`config.mk`:
```
export PLATFORM = sky130hd
export DESIGN_NAME = id_ex_stage
export DESIGN_NICKNAME = d
export VERILOG_FILES = /design/src/rtl/id_ex_stage_pkg.sv /design/src/rtl/id_ex_stage_entry.sv /design/src/rtl/id_ex_stage.sv
export SDC_FILE = /design/constraint.sdc
export NUM_CORES = 1
export LEC_CHECK = 0
export ABC_CLOCK_PERIOD_IN_PS = 12300
export CORE_MARGIN = 3
export CORE_UTILIZATION = 60
export CTS_CLUSTER_SIZE = 10
export DETAILED_ROUTE_END_ITERATION = 16
export DONT_BUFFER_PORTS = 1
export PLACE_DENSITY_LB_ADDON = 0.15
export RECOVER_POWER = 25
export SKIP_LAST_GASP = 1
export SLEW_MARGIN = 40
export SYNTH_ARGS = -nofsm -noshare
export SYNTH_HDL_FRONTEND = slang
export SYNTH_SLANG_ARGS = --single-unit
```
`constraint.sdc`:
```
create_clock -name clk_i -period 12.3 [get_ports clk_i]
set_input_delay 2.46 -clock clk_i [delete_from_list [all_inputs] [get_ports clk_i]]
set_output_delay 2.46 -clock clk_i [all_outputs]
set_load 0.05 [all_outputs]
```
`src/rtl/id_ex_stage_pkg.sv`:
```
// Shared decode/execute definitions: opcode constants, bubble instruction,
// register-address width and ID/EX skid-buffer state encoding.
package id_ex_stage_pkg;

  localparam logic [6:0] OPC_LOAD   = 7'b0000011;
  localparam logic [6:0] OPC_OP_IMM = 7'b0010011;
  localparam logic [6:0] OPC_AUIPC  = 7'b0010111;
  localparam logic [6:0] OPC_STORE  = 7'b0100011;
  localparam logic [6:0] OPC_OP     = 7'b0110011;
  localparam logic [6:0] OPC_LUI    = 7'b0110111;
  localparam logic [6:0] OPC_BRANCH = 7'b1100011;
  localparam logic [6:0] OPC_JALR   = 7'b1100111;
  localparam logic [6:0] OPC_JAL    = 7'b1101111;

  localparam logic [31:0] NOP_INST_DEF = 32'h00000013;
  localparam int REG_ADDR_W = 5;

  typedef enum logic [1:0] {
    ST_EMPTY = 2'b00,
    ST_BUSY  = 2'b01,
    ST_FULL  = 2'b10
  } stage_state_e;

endpackage

```
`src/rtl/id_ex_stage_entry.sv`:
```
// One ID/EX pipeline entry: instruction, PC, operands and destination,
// captured on load_i and held otherwise.
module id_ex_entry
  import id_ex_stage_pkg::*;
#(
  parameter int DATA_WIDTH = 32
) (
  input  logic                    clk_i,
  input  logic                    rst_i,
  input  logic                    load_i,
  input  logic [31:0]             inst_i,
  input  logic [DATA_WIDTH-1:0]   pc_i,
  input  logic [DATA_WIDTH-1:0]   op1_i,
  input  logic [DATA_WIDTH-1:0]   op2_i,
  input  logic [REG_ADDR_W-1:0]   waddr_i,
  input  logic                    we_i,
  output logic [31:0]             inst_o,
  output logic [DATA_WIDTH-1:0]   pc_o,
  output logic [DATA_WIDTH-1:0]   op1_o,
  output logic [DATA_WIDTH-1:0]   op2_o,
  output logic [REG_ADDR_W-1:0]   waddr_o,
  output logic                    we_o
);

  // entry payload register with load enable
  always_ff @(posedge clk_i or posedge rst_i) begin
    if (rst_i) begin
      inst_o  <= NOP_INST_DEF;
      pc_o    <= {DATA_WIDTH{1'b0}};
      op1_o   <= {DATA_WIDTH{1'b0}};
      op2_o   <= {DATA_WIDTH{1'b0}};
      waddr_o <= {REG_ADDR_W{1'b0}};
      we_o    <= 1'b0;
    end else if (load_i) begin
      inst_o  <= inst_i;
      pc_o    <= pc_i;
      op1_o   <= op1_i;
      op2_o   <= op2_i;
      waddr_o <= waddr_i;
      we_o    <= we_i;
    end
  end

endmodule

```
`src/rtl/id_ex_stage.sv`:
```
// ID/EX pipeline stage as a 2-entry skid buffer; ready_o comes straight from
// a flop so execute back-pressure never reaches decode combinationally.
module id_ex_stage
  import id_ex_stage_pkg::*;
#(
  parameter int          DATA_WIDTH = 32,
  parameter logic [31:0] NOP_INST   = NOP_INST_DEF
) (
  input  logic                  clk_i,
  input  logic                  rst_i,
  input  logic                  valid_i,
  output logic                  ready_o,
  input  logic [31:0]           inst_i,
  input  logic [DATA_WIDTH-1:0] inst_addr_i,
  input  logic [DATA_WIDTH-1:0] op1_i,
  input  logic [DATA_WIDTH-1:0] op2_i,
  input  logic [REG_ADDR_W-1:0] reg_waddr_i,
  input  logic                  reg_we_i,
  input  logic                  flush_i,
  output logic                  valid_o,
  input  logic                  ready_i,
  output logic [31:0]           inst_o,
  output logic [DATA_WIDTH-1:0] inst_addr_o,
  output logic [DATA_WIDTH-1:0] op1_o,
  output logic [DATA_WIDTH-1:0] op2_o,
  output logic [REG_ADDR_W-1:0] reg_waddr_o,
  output logic                  reg_we_o
);

  stage_state_e state_r, state_nxt;
  logic valid_r, ready_r;
  logic accept, drain;
  logic main_load, skid_load, main_from_skid;

  logic [31:0]           skid_inst, main_inst, main_d_inst;
  logic [DATA_WIDTH-1:0] skid_pc, main_pc, main_d_pc;
  logic [DATA_WIDTH-1:0] skid_op1, main_op1, main_d_op1;
  logic [DATA_WIDTH-1:0] skid_op2, main_op2, main_d_op2;
  logic [REG_ADDR_W-1:0] skid_waddr, main_waddr, main_d_waddr;
  logic                  skid_we, main_we, main_d_we;

  assign accept = valid_i && ready_r;
  assign drain  = valid_r && ready_i;

  // next-state and entry load decisions; flush overrides every transfer
  always_comb begin
    state_nxt      = state_r;
    main_load      = 1'b0;
    skid_load      = 1'b0;
    main_from_skid = 1'b0;
    if (flush_i) begin
      state_nxt = ST_EMPTY;
    end else begin
      case (state_r)
        ST_EMPTY: begin
          if (accept) begin
            state_nxt = ST_BUSY;
            main_load = 1'b1;
          end else begin
            state_nxt = ST_EMPTY;
          end
        end
        ST_BUSY: begin
          if (accept && !drain) begin
            state_nxt = ST_FULL;
            skid_load = 1'b1;
          end else if (!accept && drain) begin
            state_nxt = ST_EMPTY;
          end else if (accept && drain) begin
            state_nxt = ST_BUSY;
            main_load = 1'b1;
          end else begin
            state_nxt = ST_BUSY;
          end
        end
        ST_FULL: begin
          if (drain) begin
            state_nxt      = ST_BUSY;
            main_load      = 1'b1;
            main_from_skid = 1'b1;
          end else begin
            state_nxt = ST_FULL;
          end
        end
        default: state_nxt = ST_EMPTY;
      endcase
    end
  end

  // main entry is refilled from skid when draining out of FULL, keeping order
  always_comb begin
    if (main_from_skid) begin
      main_d_inst  = skid_inst;
      main_d_pc    = skid_pc;
      main_d_op1   = skid_op1;
      main_d_op2   = skid_op2;
      main_d_waddr = skid_waddr;
      main_d_we    = skid_we;
    end else begin
      main_d_inst  = inst_i;
      main_d_pc    = inst_addr_i;
      main_d_op1   = op1_i;
      main_d_op2   = op2_i;
      main_d_waddr = reg_waddr_i;
      main_d_we    = reg_we_i;
    end
  end

  // state plus registered handshake flags derived from the next state
  always_ff @(posedge clk_i or posedge rst_i) begin
    if (rst_i) begin
      state_r <= ST_EMPTY;
      valid_r <= 1'b0;
      ready_r <= 1'b1;
    end else begin
      state_r <= state_nxt;
      valid_r <= (state_nxt != ST_EMPTY);
      ready_r <= (state_nxt != ST_FULL);
    end
  end

  id_ex_entry #(.DATA_WIDTH(DATA_WIDTH)) u_main (
    .clk_i   (clk_i),
    .rst_i   (rst_i),
    .load_i  (main_load),
    .inst_i  (main_d_inst),
    .pc_i    (main_d_pc),
    .op1_i   (main_d_op1),
    .op2_i   (main_d_op2),
    .waddr_i (main_d_waddr),
    .we_i    (main_d_we),
    .inst_o  (main_inst),
    .pc_o    (main_pc),
    .op1_o   (main_op1),
    .op2_o   (main_op2),
    .waddr_o (main_waddr),
    .we_o    (main_we)
  );

  id_ex_entry #(.DATA_WIDTH(DATA_WIDTH)) u_skid (
    .clk_i   (clk_i),
    .rst_i   (rst_i),
    .load_i  (skid_load),
    .inst_i  (inst_i),
    .pc_i    (inst_addr_i),
    .op1_i   (op1_i),
    .op2_i   (op2_i),
    .waddr_i (reg_waddr_i),
    .we_i    (reg_we_i),
    .inst_o  (skid_inst),
    .pc_o    (skid_pc),
    .op1_o   (skid_op1),
    .op2_o   (skid_op2),
    .waddr_o (skid_waddr),
    .we_o    (skid_we)
  );

  // invalid slots present a clean bubble; x0 is never a write target
  assign ready_o     = ready_r;
  assign valid_o     = valid_r;
  assign inst_o      = valid_r ? main_inst  : NOP_INST;
  assign inst_addr_o = valid_r ? main_pc    : {DATA_WIDTH{1'b0}};
  assign op1_o       = valid_r ? main_op1   : {DATA_WIDTH{1'b0}};
  assign op2_o       = valid_r ? main_op2   : {DATA_WIDTH{1'b0}};
  assign reg_waddr_o = valid_r ? main_waddr : {REG_ADDR_W{1'b0}};
  assign reg_we_o    = valid_r && main_we && (main_waddr != {REG_ADDR_W{1'b0}});

endmodule

```
### Word-level counts from Yosys, hierarchy flattened

Index checks and enable logic that the tools add are counted.

* muxes and demuxes: 29
* equal/unequal tests: 3
* reduce and logical (&&, ||, !) cells: 12

Operators by type and width (number)
* $mux W32: 8
* $mux W1: 14
* $mux W5: 2
* $logic_and A1 B1 Y1: 7
* $mux W2: 3
* $pmux W2 S3: 1
* $reduce_bool A5 Y1: 1
* $pmux W1 S3: 1
* $eq A2 B1 Y1 const B: 1
* $eq A2 B2 Y1 const B: 1
* $logic_not A1 Y1: 2
* $logic_not A2 Y1: 1
* $ne A2 B2 Y1 const B: 1
* $reduce_bool A2 Y1: 1

* output and inout port bits: 136
* bits of input ports: 139
* logic and storage cells: 59
* flip-flop bits (word level): 272

### Longest topological paths before layout

Gate-level depths: netlist (run 1).

* depth after elaboration: 8
* depth in mapped cells: 10
* mapped depth without buffers: 7

### Cells and area by module

Synthesis (run 1) repeated with hierarchy kept, for this count alone.

* cell total of the unflattened synthesis: 897
* area, all modules: 13469.2 um2

Modules (own cells, without submodules)
* id_ex_entry: seq. area each 3357.0 um2, area each 5220.0 um2, times used 2, cells an instance 284
* id_ex_stage: seq. area each 101.3 um2, area each 3029.2 um2, times used 1, cells an instance 329

### Least setup slack after synthesis (run 1)

No wires, ideal clock.

* path kind: register to output
* start point: register valid_r (netlist: valid_o)
* end point: output reg_we_o
* path buffers: 3
* setup slack: 7.915 ns
* data required time: 9.840 ns
* arrival time: 1.925 ns
* cell stages (with the launch flop): 5
* cells stage by stage: dfrtp_1 clkbuf_1 clkbuf_1 clkbuf_1 o311a_1

* longest elaborated chain between the ends: 2

Ends and longest elaborated chain
* start: declaration: line id_ex_stage.sv:31 `logic valid_r, ready_r;`
* start signal: assignment: line id_ex_stage.sv:117 `valid_r <= (state_nxt != ST_EMPTY);`
* $logic_and A1 B1 Y1 (2 in a row): line id_ex_stage.sv:166 `assign reg_we_o = valid_r && main_we && (main_waddr != {REG_ADDR_W{1'b0}});`
* end: declaration: line id_ex_stage.sv:27 `output logic reg_we_o`

Every way passes these cells.

==> out/metrics.cfg, run 1 <==
[floorplanning]
fp.dieW_um = 149
core_area_sq_um = 19800
die_height_um = 149
io_pins = 275
initial_core_util_pct = 61.9
core.rowCount = 51
dieArea_sq_um = 22200

[logic_synthesis]
syn-num-nets = 1179
synth_seq_cells = 272
syn_avg_cell_area_sq_um = 11.8
ys_seq_area_share_pct = 55.7
ys_types = 26
syn_inst = 1038
ys_warn_count = 0
synth_area_sq_um = 12200

[run_status]
violations = max-capacitance violations, max-slew violations
outcome = finished with violations

[sta]
rsz0062_at_grt = no
setup_ws_ns = 5.53
slew_violations = 133
worst_slew_pin_slew_ns = 5.87
finalSetupViolations = 0
slew_headroom_pct = -293
fin_crit_sh_pct = 55.1
layout_min_cycle_time_ns = 6.77
hold_viol = 0
max_freq_ghz = 0.148
fin_skew_ns = 0.00917
tns_ns = 0

[route]
firstDrtPassIters = 4
vias = 7412
wl_per_cell_um = 19.5
wl_met1_um = 10400
met2WireLength_um = 11600
wirelength_um = 25300
ant_nets = 0
viasPerCell = 5.72
highest_layer = met4
wl_met3_um = 2530
drc_errors = 0
drtIter0Drc = 343

[cts]
cts_root_buffer = clkbuf_16
htreeDepth = 1
cts.sinks = 272
cts_setup_buffers = 0
cts_hold_buf = 0
path_clk_slew_ns = 0.06
cts_repair_resize_count = 0
cts_tree = built
numCtsBuffers = 31
worstSkewPairLatency_ns = 0.54
cts_buffer_depth = 3

[grt]
grt_max_degree = 133
grt.total_usage_pct = 22.3
grt_remaining_overflow = 0
grt_antenna_before_repair = 0
first_global_vias = 7313
grt_pass1_wl_um = 39900

[min_path]
worstHoldStart = u_skid.op2_o[9]$_DFFE_PP0P_
min_to = u_skid.op2_o[9]$_DFFE_PP0P_
hold-path-cell-count = 1
hp-class = reg -> reg

[placement]
place_worst_setup_slack_ns = 7.38
dpl.hpwl_um = 15700
postPlaceCellArea_sq_um = 12300
gp_congestion = 0.779
numPortBuffers = 0

[worst_setup_path]
path_buf_inv = 1
required_ns = 11.23
cp-end-kind = async pin
worst_path_max_delay_cell = clkinvlp_2
max_stage_delay_ns = 3.21
rr_startpoint = ready_o$_DFF_PP1_
worstRegToRegCells = 7
timing_worst_setup_path_type = in -> async
cp-start-kind = primary input
cp_max_fo = 132
cp_cell_sequence = clkinvlp_2
critPathTopFamily = buffers and inverters
reg2reg_slack_ns = 9.01
cp.arrival_ns = 5.70
rr_endpoint = u_main.op1_o[27]$_DFFE_PP0P_

[layout]
antenna_cells = 0
nFillCells = 1503
syn_to_final_growth_pct = 7.96
nNetsFinal = 1148
fin_area_sq_um = 13200
layout-drive-gt1-share_pct = 13.7

[power_and_ir_drop]
ir_drop_v = 0.000149
p_leak_nw = 6.41
power.density_nw_per_um2 = 223

[job]
maxCapViolCount = 1

[cell families after synthesis]
group	after synthesis	share of synthesized area (%)
simple gates	280	11.7
flops	272	55.7
buf+inv	77	3.34
mux	268	23.3
compound gates	139	5.84
fa+ha+maj	2	0.204
[sequential cells by signal, indices dropped and copies added (netlist names), 2 cells and up]
register and cells:
u_skid.pc_o 32, u_skid.op1_o 32, state_r 2, u_skid.waddr_o 5, u_main.waddr_o 5, u_skid.op2_o 32
u_main.op2_o 32, u_main.inst_o 32, u_main.pc_o 32, u_main.op1_o 32, u_skid.inst_o 32
[cell type report]
cell class | count | area, sq um | area share (%)
flip-flops and latches | 272 | 6820 | 51.6
multi-input cells | 689 | 5060 | 38.3
clock inverters | 1 | 5.00 | 0.0379
clock buffers | 56 | 890 | 6.73
inverters | 3 | 12.5 | 0.0946
repair buffers | 10 | 105 | 0.795
well taps | 265 | 332 | 2.51
[where the power goes]
part / switching [W] / internal (W) / total, W / leakage, nW
logic: 0.000499 / 0.000252 / 0.000751 / 2.85
clock network: 0.000338 / 0.000480 / 0.000819 / 0.427
registers: 0.000155 / 0.00122 / 0.00137 / 3.13
[layout by cell type (no fill, tap or decap), types with 3 or more instances in the layout]
cell type    n
mux2i_1    134
nor2_1     134
and2_1     130
nand2b_1     5
dfstp_2      7
a21oi_1    134
dfrtp_1    264
a21o_1       3
clkbuf_16   31
mux2_2      84
buf_6        8
clkbuf_1    23
mux2_1      50
[layer usage]
metal / vias up / track usage, %
li1: 3486 / -
met1: 3673 / 29.2
met2: 212 / 35.0
met3: 41 / 8.45
met4: 0 / 6.86
met5: - / 0
[stage by stage]
step                      utilization [%]  cells  total power, W  hold slack [ns]
after floorplan                         -   1038         0.00203            0.457
after global placement               62.2   1239         0.00211            0.466
after detailed placement             62.4   1239         0.00214            0.474
after CTS                            66.9   1296         0.00297            0.486
after global routing                 66.8   1296         0.00311            0.493
final                                66.8   1296         0.00294            0.482
[cells in the mapped netlist]
| library cell | number | area [sq um] |
|---|---|---|
| dfrtp_1 | 265 | 6630 |
| a21oi_1 | 134 | 671 |
| mux2i_1 | 134 | 1340 |
| nor2_1 | 134 | 503 |
| and2_1 | 131 | 820 |
| mux2_2 | 84 | 946 |
| mux2_1 | 50 | 563 |
| buf_2 | 36 | 180 |
| clkbuf_1 | 19 | 71.3 |
| buf_4 | 18 | 135 |
| dfstp_2 | 7 | 184 |
| nand2b_1 | 5 | 31.3 |
| a21o_1 | 3 | 22.5 |
| inv_1 | 3 | 11.3 |
| ha_1 | 2 | 25.0 |
| nand2_1 | 2 | 7.51 |
| nand3b_1 | 2 | 15.0 |
| a31oi_2 | 1 | 12.5 |
| buf_6 | 1 | 11.3 |
| nand3_1 | 1 | 5.00 |
| nand4b_1 | 1 | 8.76 |
| nand4bb_1 | 1 | 11.3 |
| nor3b_2 | 1 | 12.5 |
| nor4bb_1 | 1 | 10.0 |
| o311a_1 | 1 | 10.0 |
| or3_1 | 1 | 6.26 |
[worst max path at each step]
stage,start,to,slack [ns],cells after the start
after global placement,valid_i,u_main.op2_o[7]$_DFFE_PP0P_,7.23,7
after floorplan,rst_i,state_r[0]$_DFF_PP0_,2.36,1
final,rst_i,valid_o$_DFF_PP0_,5.53,1
after detailed placement,ready_i,u_main.op2_o[10]$_DFFE_PP0P_,7.38,9
after CTS,valid_o$_DFF_PP0_,reg_we_o,7.30,2
after global routing,rst_i,valid_o$_DFF_PP0_,4.49,1
Note: power is estimated with default switching activity, not from simulation.
==> run 2: changes to the inputs <==
- ABC_CLOCK_PERIOD_IN_PS: 12300 -> 5600
- CORE_UTILIZATION: 60 -> 57
- clock period: 12.3 -> 5.6 ns (I/O delays scaled with it)
==> run 2 against run 1 <==
The run still ends with max-capacitance violations, max-slew violations left. Clock power grew 110%. Register-to-register slack lost 6.6 ns. Flip-flop and latch count is the same. Sequential share of layout area shrank 0.097 points. Core utilization shrank 2.8 points. Clock skew shrank 0.0033 ns. Worst setup slack lost 3.9 ns. Power grew 120%. Die area grew 5.0%. Combinational power grew 120%. Routed wire length grew 0.84%.
==> out/metrics.cfg, run 2 (same netlist as run 1, synthesis figures left out) <==
[worst_setup_path]
max_stage_delay_ns = 1.26  ; was 3.21 ns
timing_worst_setup_path_type = in -> async  ; unchanged
cp-start-kind = primary input  ; unchanged
cp.arrival_ns = 4.41  ; was 5.70 ns
worst_path_max_delay_cell = clkbuf_4  ; was clkinvlp_2
path_buf_inv = 4  ; was 1
cp-end-kind = async pin  ; unchanged
critPathTopFamily = buffers and inverters  ; unchanged
rr_endpoint = u_skid.pc_o[0]$_DFFE_PP0P_  ; was u_main.op1_o[27]$_DFFE_PP0P_
cp_max_fo = 109  ; was 132
required_ns = 5.99  ; was 11.23 ns
worstRegToRegCells = 6  ; was 7
path_depth = 4  ; was 1
crit_top_cell = clkbuf_1
reg2reg_slack_ns = 2.45  ; was 9.01 ns
cp_cell_sequence = clkinvlp_2 -> clkbuf_1 -> clkbuf_1 -> clkbuf_4  ; was clkinvlp_2
rr_startpoint = valid_o$_DFF_PP0_  ; was ready_o$_DFF_PP1_

[sta]
slew_headroom_pct = -32.5  ; was -293%
finalSetupViolations = 0  ; unchanged
slew_violations = 39  ; was 133
hold_viol = 0  ; unchanged
worst_slew_pin_slew_ns = 1.99  ; was 5.87 ns
layout_min_cycle_time_ns = 4.02
fin_crit_sh_pct = 71.7
tns_ns = 0  ; unchanged
rsz0062_at_grt = no  ; unchanged
fin_skew_ns = 0.00590  ; was 0.00917 ns
max_freq_ghz = 0.249

[grt]
grt_max_degree = 205  ; was 133
grt_pass1_wl_um = 41600  ; was 39900 um
grt_remaining_overflow = 0  ; unchanged
grt.total_usage_pct = 21.5  ; was 22.3%
grt_antenna_before_repair = 0  ; unchanged
first_global_vias = 7554  ; was 7313

[route]
viasPerCell = 5.71  ; was 5.72
wl_per_cell_um = 19.6  ; was 19.5 um
firstDrtPassIters = 4  ; unchanged
ant_nets = 0  ; unchanged
wirelength_um = 25500  ; was 25300 um
drtIter0Drc = 379  ; was 343
drc_errors = 0  ; unchanged
vias = 7411  ; was 7412

[floorplanning]
initial_core_util_pct = 59.2  ; was 61.9%
io_pins = 275  ; unchanged
die_height_um = 153  ; was 149 um
core.rowCount = 52  ; was 51
core_area_sq_um = 20700  ; was 19800 sq um
fp.dieW_um = 153  ; was 149 um
dieArea_sq_um = 23300  ; was 22200 sq um

[layout]
mostFrequentLayoutCell = dfrtp_1  ; unchanged
multi_input_area_sq_um = 5060  ; unchanged
layout-drive-gt1-share_pct = 13.9  ; was 13.7%
nNetsFinal = 1153  ; was 1148
nFillCells = 1604  ; was 1503
ff_latch_area_sq_um = 6820  ; unchanged
antenna_cells = 0  ; unchanged
layout_common_cells = dfrtp_1 (264), mux2i_1 (134), nor2_1 (134), a21oi_1 (134), and2_1 (131)  ; was dfrtp_1 (264), mux2i_1 (134), nor2_1 (134), a21oi_1 (134), and2_1 (130)
fin_area_sq_um = 13200  ; about the same
syn_to_final_growth_pct = 8.16  ; was 7.96%

[cts]
cts_tree = built  ; unchanged
htreeDepth = 1  ; unchanged
numCtsBuffers = 31  ; unchanged
cts_hold_buf = 0  ; unchanged
worstSkewPairLatency_ns = 0.54  ; about the same
cts_buffer_depth = 3  ; unchanged
cts.sinks = 272  ; unchanged
cts_repair_resize_count = 0  ; unchanged
cts_root_buffer = clkbuf_16  ; unchanged
cts_setup_buffers = 0  ; unchanged
path_clk_slew_ns = 0.05  ; was 0.06 ns

[power_and_ir_drop]
ir_drop_v = 0.000293  ; was 0.000149 V
p_leak_nw = 6.43  ; was 6.41 nW
p_switching_w = 0.00217  ; was 0.000993 W
p_int_w = 0.00427  ; was 0.00195 W
p_sw_share_pct = 33.7  ; about the same
combPwrFrac_pct = 25.2  ; was 25.5%
power.density_nw_per_um2 = 486  ; was 223 nW/um^2
p_seq_share_pct = 47.5  ; was 46.7%
clkPwrFrac_pct = 27.4  ; was 27.8%

[run_status]
violations = max-capacitance violations, max-slew violations  ; unchanged
outcome = finished with violations  ; unchanged

[min_path]
hp-class = in -> async  ; was reg -> reg

[job]
maxCapViolCount = 1  ; unchanged

[placement]
numPortBuffers = 0  ; unchanged
gp_congestion = 0.755  ; was 0.779
postPlaceCellArea_sq_um = 12400  ; was 12300 sq um
dpl.hpwl_um = 16300  ; was 15700 um

[run 2: cell types whose count changed in the layout (fill, tap and decap cells not counted), sizes merged]
cell,change
clkbuf,-4
buf,+1
clkinv,-1
inv,+1
[run 2: cell type report]
cell class	count	share of cell area, %
clock buffers	48	6.49
repair buffers	15	1.13
well taps	270	2.55
flip-flops and latches	272	51.5
clock inverters	1	0.0661
inverters	3	0.0945
multi-input cells	689	38.2
[run 2: per-layer routing]
| layer | up-vias | share of wire (%) | routed length (um) | GRT usage, % |
|---|---|---|---|---|
| met5 | - | 0 | 0 | 0 |
| met4 | 0 | 1.8 | 449 | 5.01 |
| met3 | 36 | 9.3 | 2370 | 7.81 |
| met2 | 215 | 48 | 12100 | 34.0 |
| met1 | 3683 | 41 | 10500 | 28.8 |
| li1 | 3477 | - | - | - |
[run 2: metrics by stage]
stage	hold WS, ns	total power, W	cells	utilization [%]	setup WS [ns]
4_1_cts	0.328	0.00652	1297	64.2	1.79
6_report	0.365	0.00644	1298	64.0	1.58
5_1_grt	0.347	0.00680	1298	64.0	0.924
2_1_floorplan	0.457	0.00445	1038	-	0.890
3_5_place_dp	0.474	0.00473	1248	60.0	2.19
3_3_place_gp	0.466	0.00464	1246	59.7	2.22
[run 2: power by group through the flow]
stage	Sequential [W]	Clock, W	Combinational, W
final	0.00306	0.00176	0.00162
after CTS	0.00306	0.00181	0.00165
after global placement	0.00306	0	0.00159
after detailed placement	0.00308	0	0.00165
after global routing	0.00314	0.00190	0.00176
after floorplan	0.00295	0	0.00151
[run 2: worst max path at each step]
stage	slack, ns	startpoint	end
after floorplan	0.89	rst_i	state_r[0]$_DFF_PP0_
after global placement	2.22	valid_i	u_skid.inst_o[22]$_DFFE_PP0P_
after detailed placement	2.19	valid_i	u_skid.pc_o[8]$_DFFE_PP0P_
after CTS	1.79	valid_o$_DFF_PP0_	inst_addr_o[19]
after global routing	0.92	rst_i	u_main.inst_o[20]$_DFFE_PP0P_
final	1.58	rst_i	u_skid.inst_o[20]$_DFFE_PP0P_
==> run 3: changes to the inputs <==
- ABC_CLOCK_PERIOD_IN_PS: 5600 -> 3400
- clock period: 5.6 -> 3.4 ns (I/O delays scaled with it)
==> run 3 against run 2 <==
Core utilization up 0.42 points. Clock skew up 0.014 ns. Critical endpoint is now reg_we_o. Register-to-register slack got worse by 1.5 ns. Non-clock buffer count up 5. Flip-flop and latch count unchanged. Largest cell class unchanged. The flow still finishes with violations (max-capacitance violations, max-slew violations). Power increased by 65%.
==> out/metrics.cfg, run 3 (same netlist as run 1, synthesis figures left out) <==
[run_status]
outcome = finished with violations  ; unchanged
violations = max-capacitance violations, max-slew violations  ; unchanged

[worst_setup_path]
worst_path_max_delay_cell = dfrtp_4  ; was clkbuf_4
max_stage_delay_ns = 0.66  ; was 1.26 ns
cp_max_fo = 65  ; was 109
required_ns = 2.72  ; was 5.99 ns
cp-end-kind = output port  ; was async pin
timing_worst_setup_path_type = reg -> out  ; was in -> async
cp-start-kind = flop  ; was primary input
cp_cell_sequence = buf_4 -> o311a_1  ; was clkinvlp_2 -> clkbuf_1 -> clkbuf_1 -> clkbuf_4
cp.arrival_ns = 2.33  ; was 4.41 ns

[sta]
worst_slew_pin_slew_ns = 2.24  ; was 1.99 ns
layout_min_cycle_time_ns = 3.01
fin_skew_ns = 0.0198  ; was 0.00590 ns
fin_crit_sh_pct = 88.4
tns_ns = 0  ; unchanged
max_freq_ghz = 0.333
rsz0062_at_grt = no  ; unchanged
finalSetupViolations = 0  ; unchanged
slew_violations = 103  ; was 39
hold_viol = 0  ; unchanged
setup_ws_ns = 0.394  ; was 1.58 ns
slew_headroom_pct = -49.7  ; was -32.5%

[power_and_ir_drop]
p_leak_nw = 6.47  ; was 6.43 nW
ir_drop_v = 0.000491  ; was 0.000293 V
total_power_w = 0.0106  ; was 0.00644 W
power.density_nw_per_um2 = 796  ; was 486 nW/um^2

[route]
drc_errors = 0  ; unchanged
wl_per_cell_um = 19.3  ; was 19.6 um
firstDrtPassIters = 4  ; unchanged
drtIter0Drc = 343  ; was 379
viasPerCell = 5.67  ; was 5.71
wirelength_um = 25300  ; was 25500 um
ant_nets = 0  ; unchanged
vias = 7428  ; was 7411

[floorplanning]
die_height_um = 153  ; unchanged
fp.dieW_um = 153  ; unchanged
io_pins = 275  ; unchanged
dieArea_sq_um = 23300  ; unchanged
core.rowCount = 52  ; unchanged
core_area_sq_um = 20700  ; unchanged
initial_core_util_pct = 59.2  ; unchanged

[layout]
nNetsFinal = 1158  ; was 1153
ff_latch_area_sq_um = 6820  ; unchanged
fin_area_sq_um = 13300  ; was 13200 sq um
antenna_cells = 0  ; unchanged
nFillCells = 1602  ; was 1604
multi_input_area_sq_um = 5060  ; unchanged
fin_cells = 1311  ; was 1298
syn_to_final_growth_pct = 8.87  ; was 8.16%
layout_common_cells = dfrtp_1 (264), mux2i_1 (134), nor2_1 (134), a21oi_1 (134), and2_1 (131)  ; unchanged
layout-drive-gt1-share_pct = 13.7  ; was 13.9%
mostFrequentLayoutCell = dfrtp_1  ; unchanged

[placement]
numPortBuffers = 0  ; unchanged
dpl.cell_count = 1254  ; was 1248
place_worst_setup_slack_ns = 0.906  ; was 2.19 ns
postPlaceCellArea_sq_um = 12500  ; was 12400 sq um
gp_congestion = 0.755  ; unchanged
dpl.hpwl_um = 16600  ; was 16300 um

[cts]
cts_hold_buf = 0  ; unchanged
cts_repair_resize_count = 0  ; unchanged
numCtsBuffers = 31  ; unchanged
cts_setup_buffers = 0  ; unchanged
htreeDepth = 1  ; unchanged
cts_buffer_depth = 3  ; unchanged
worstSkewPairLatency_ns = 0.54  ; about the same
path_clk_slew_ns = 0.06  ; was 0.05 ns
cts_root_buffer = clkbuf_16  ; unchanged
cts_tree = built  ; unchanged
cts.sinks = 272  ; unchanged

[grt]
grt.total_usage_pct = 21.1  ; was 21.5%
grt_pass1_wl_um = 40900  ; was 41600 um
grt_remaining_overflow = 0  ; unchanged
grt_max_degree = 159  ; was 205
first_global_vias = 7497  ; was 7554
grt_antenna_before_repair = 0  ; unchanged

[job]
maxCapViolCount = 2  ; was 1

[min_path]
hp-class = in -> async  ; unchanged

==> run 3: cell count changes in the layout (fill, tap and decap cells not counted) <==
cell	delta
clkinv_2	+2
inv_6	-1
buf_4	-1
dlymetal6s4s_1	+1
buf_16	-1
dlymetal6s2s_1	+1
clkbuf_4	-1
buf_6	-1
buf_12	+5
clkbuf_1	+11
clkbuf_8	-2
==> run 3: final cells by class <==
cell class	count	area share, %
clock inverters	2	0.0751
well taps	270	2.53
inverters	3	0.0939
multi-input cells	689	37.9
clock buffers	55	6.49
repair buffers	20	1.72
flip-flops and latches	272	51.1
==> run 3: per-layer routing <==
layer	vias up	global-route usage, %	wire length [um]
li1	3513	-	-
met1	3666	27.9	10600
met2	201	33.6	11700
met3	48	7.58	2290
met4	0	5.52	610
met5	-	0	0
==> run 3: power by group <==
group,internal (W),switching [W]
Combinational,0.000922,0.00178
Sequential,0.00441,0.000582
Clock,0.00170,0.00123
==> run 3: final timing paths <==
kind	endpoint	startpoint	slack (ns)	depth (start not counted)
max	reg_we_o	valid_o$_DFF_PP0_	0.39	2
max reg2reg	u_skid.inst_o[16]$_DFFE_PP0P_	ready_o$_DFF_PP1_	0.95	5
min	u_skid.pc_o[28]$_DFFE_PP0P_	rst_i	0.09	1
max in group asynchronous	u_skid.inst_o[16]$_DFFE_PP0P_	rst_i	0.76	2
min in group clk_i	u_skid.op1_o[14]$_DFFE_PP0P_	op1_i[14]	0.27	1
min reg2reg	u_skid.op2_o[8]$_DFFE_PP0P_	u_skid.op2_o[8]$_DFFE_PP0P_	0.48	1
==> run 3: worst max-delay path: cells and delay by family (launching register included) <==
kind / cells / cell delay [ns]
DFF: 1 / 0.66
AOI/OAI and AO/OA: 1 / 0.62
buffers and inverters: 1 / 0.48
==> run 3: through the flow <==
step | utilization, % | hold WS (ns)
after floorplan | - | 0.457
after global placement | 60.3 | 0.466
after detailed placement | 60.4 | 0.474
after CTS | 64.7 | 0.00956
after global routing | 64.4 | 0.107
final | 64.4 | 0.0873
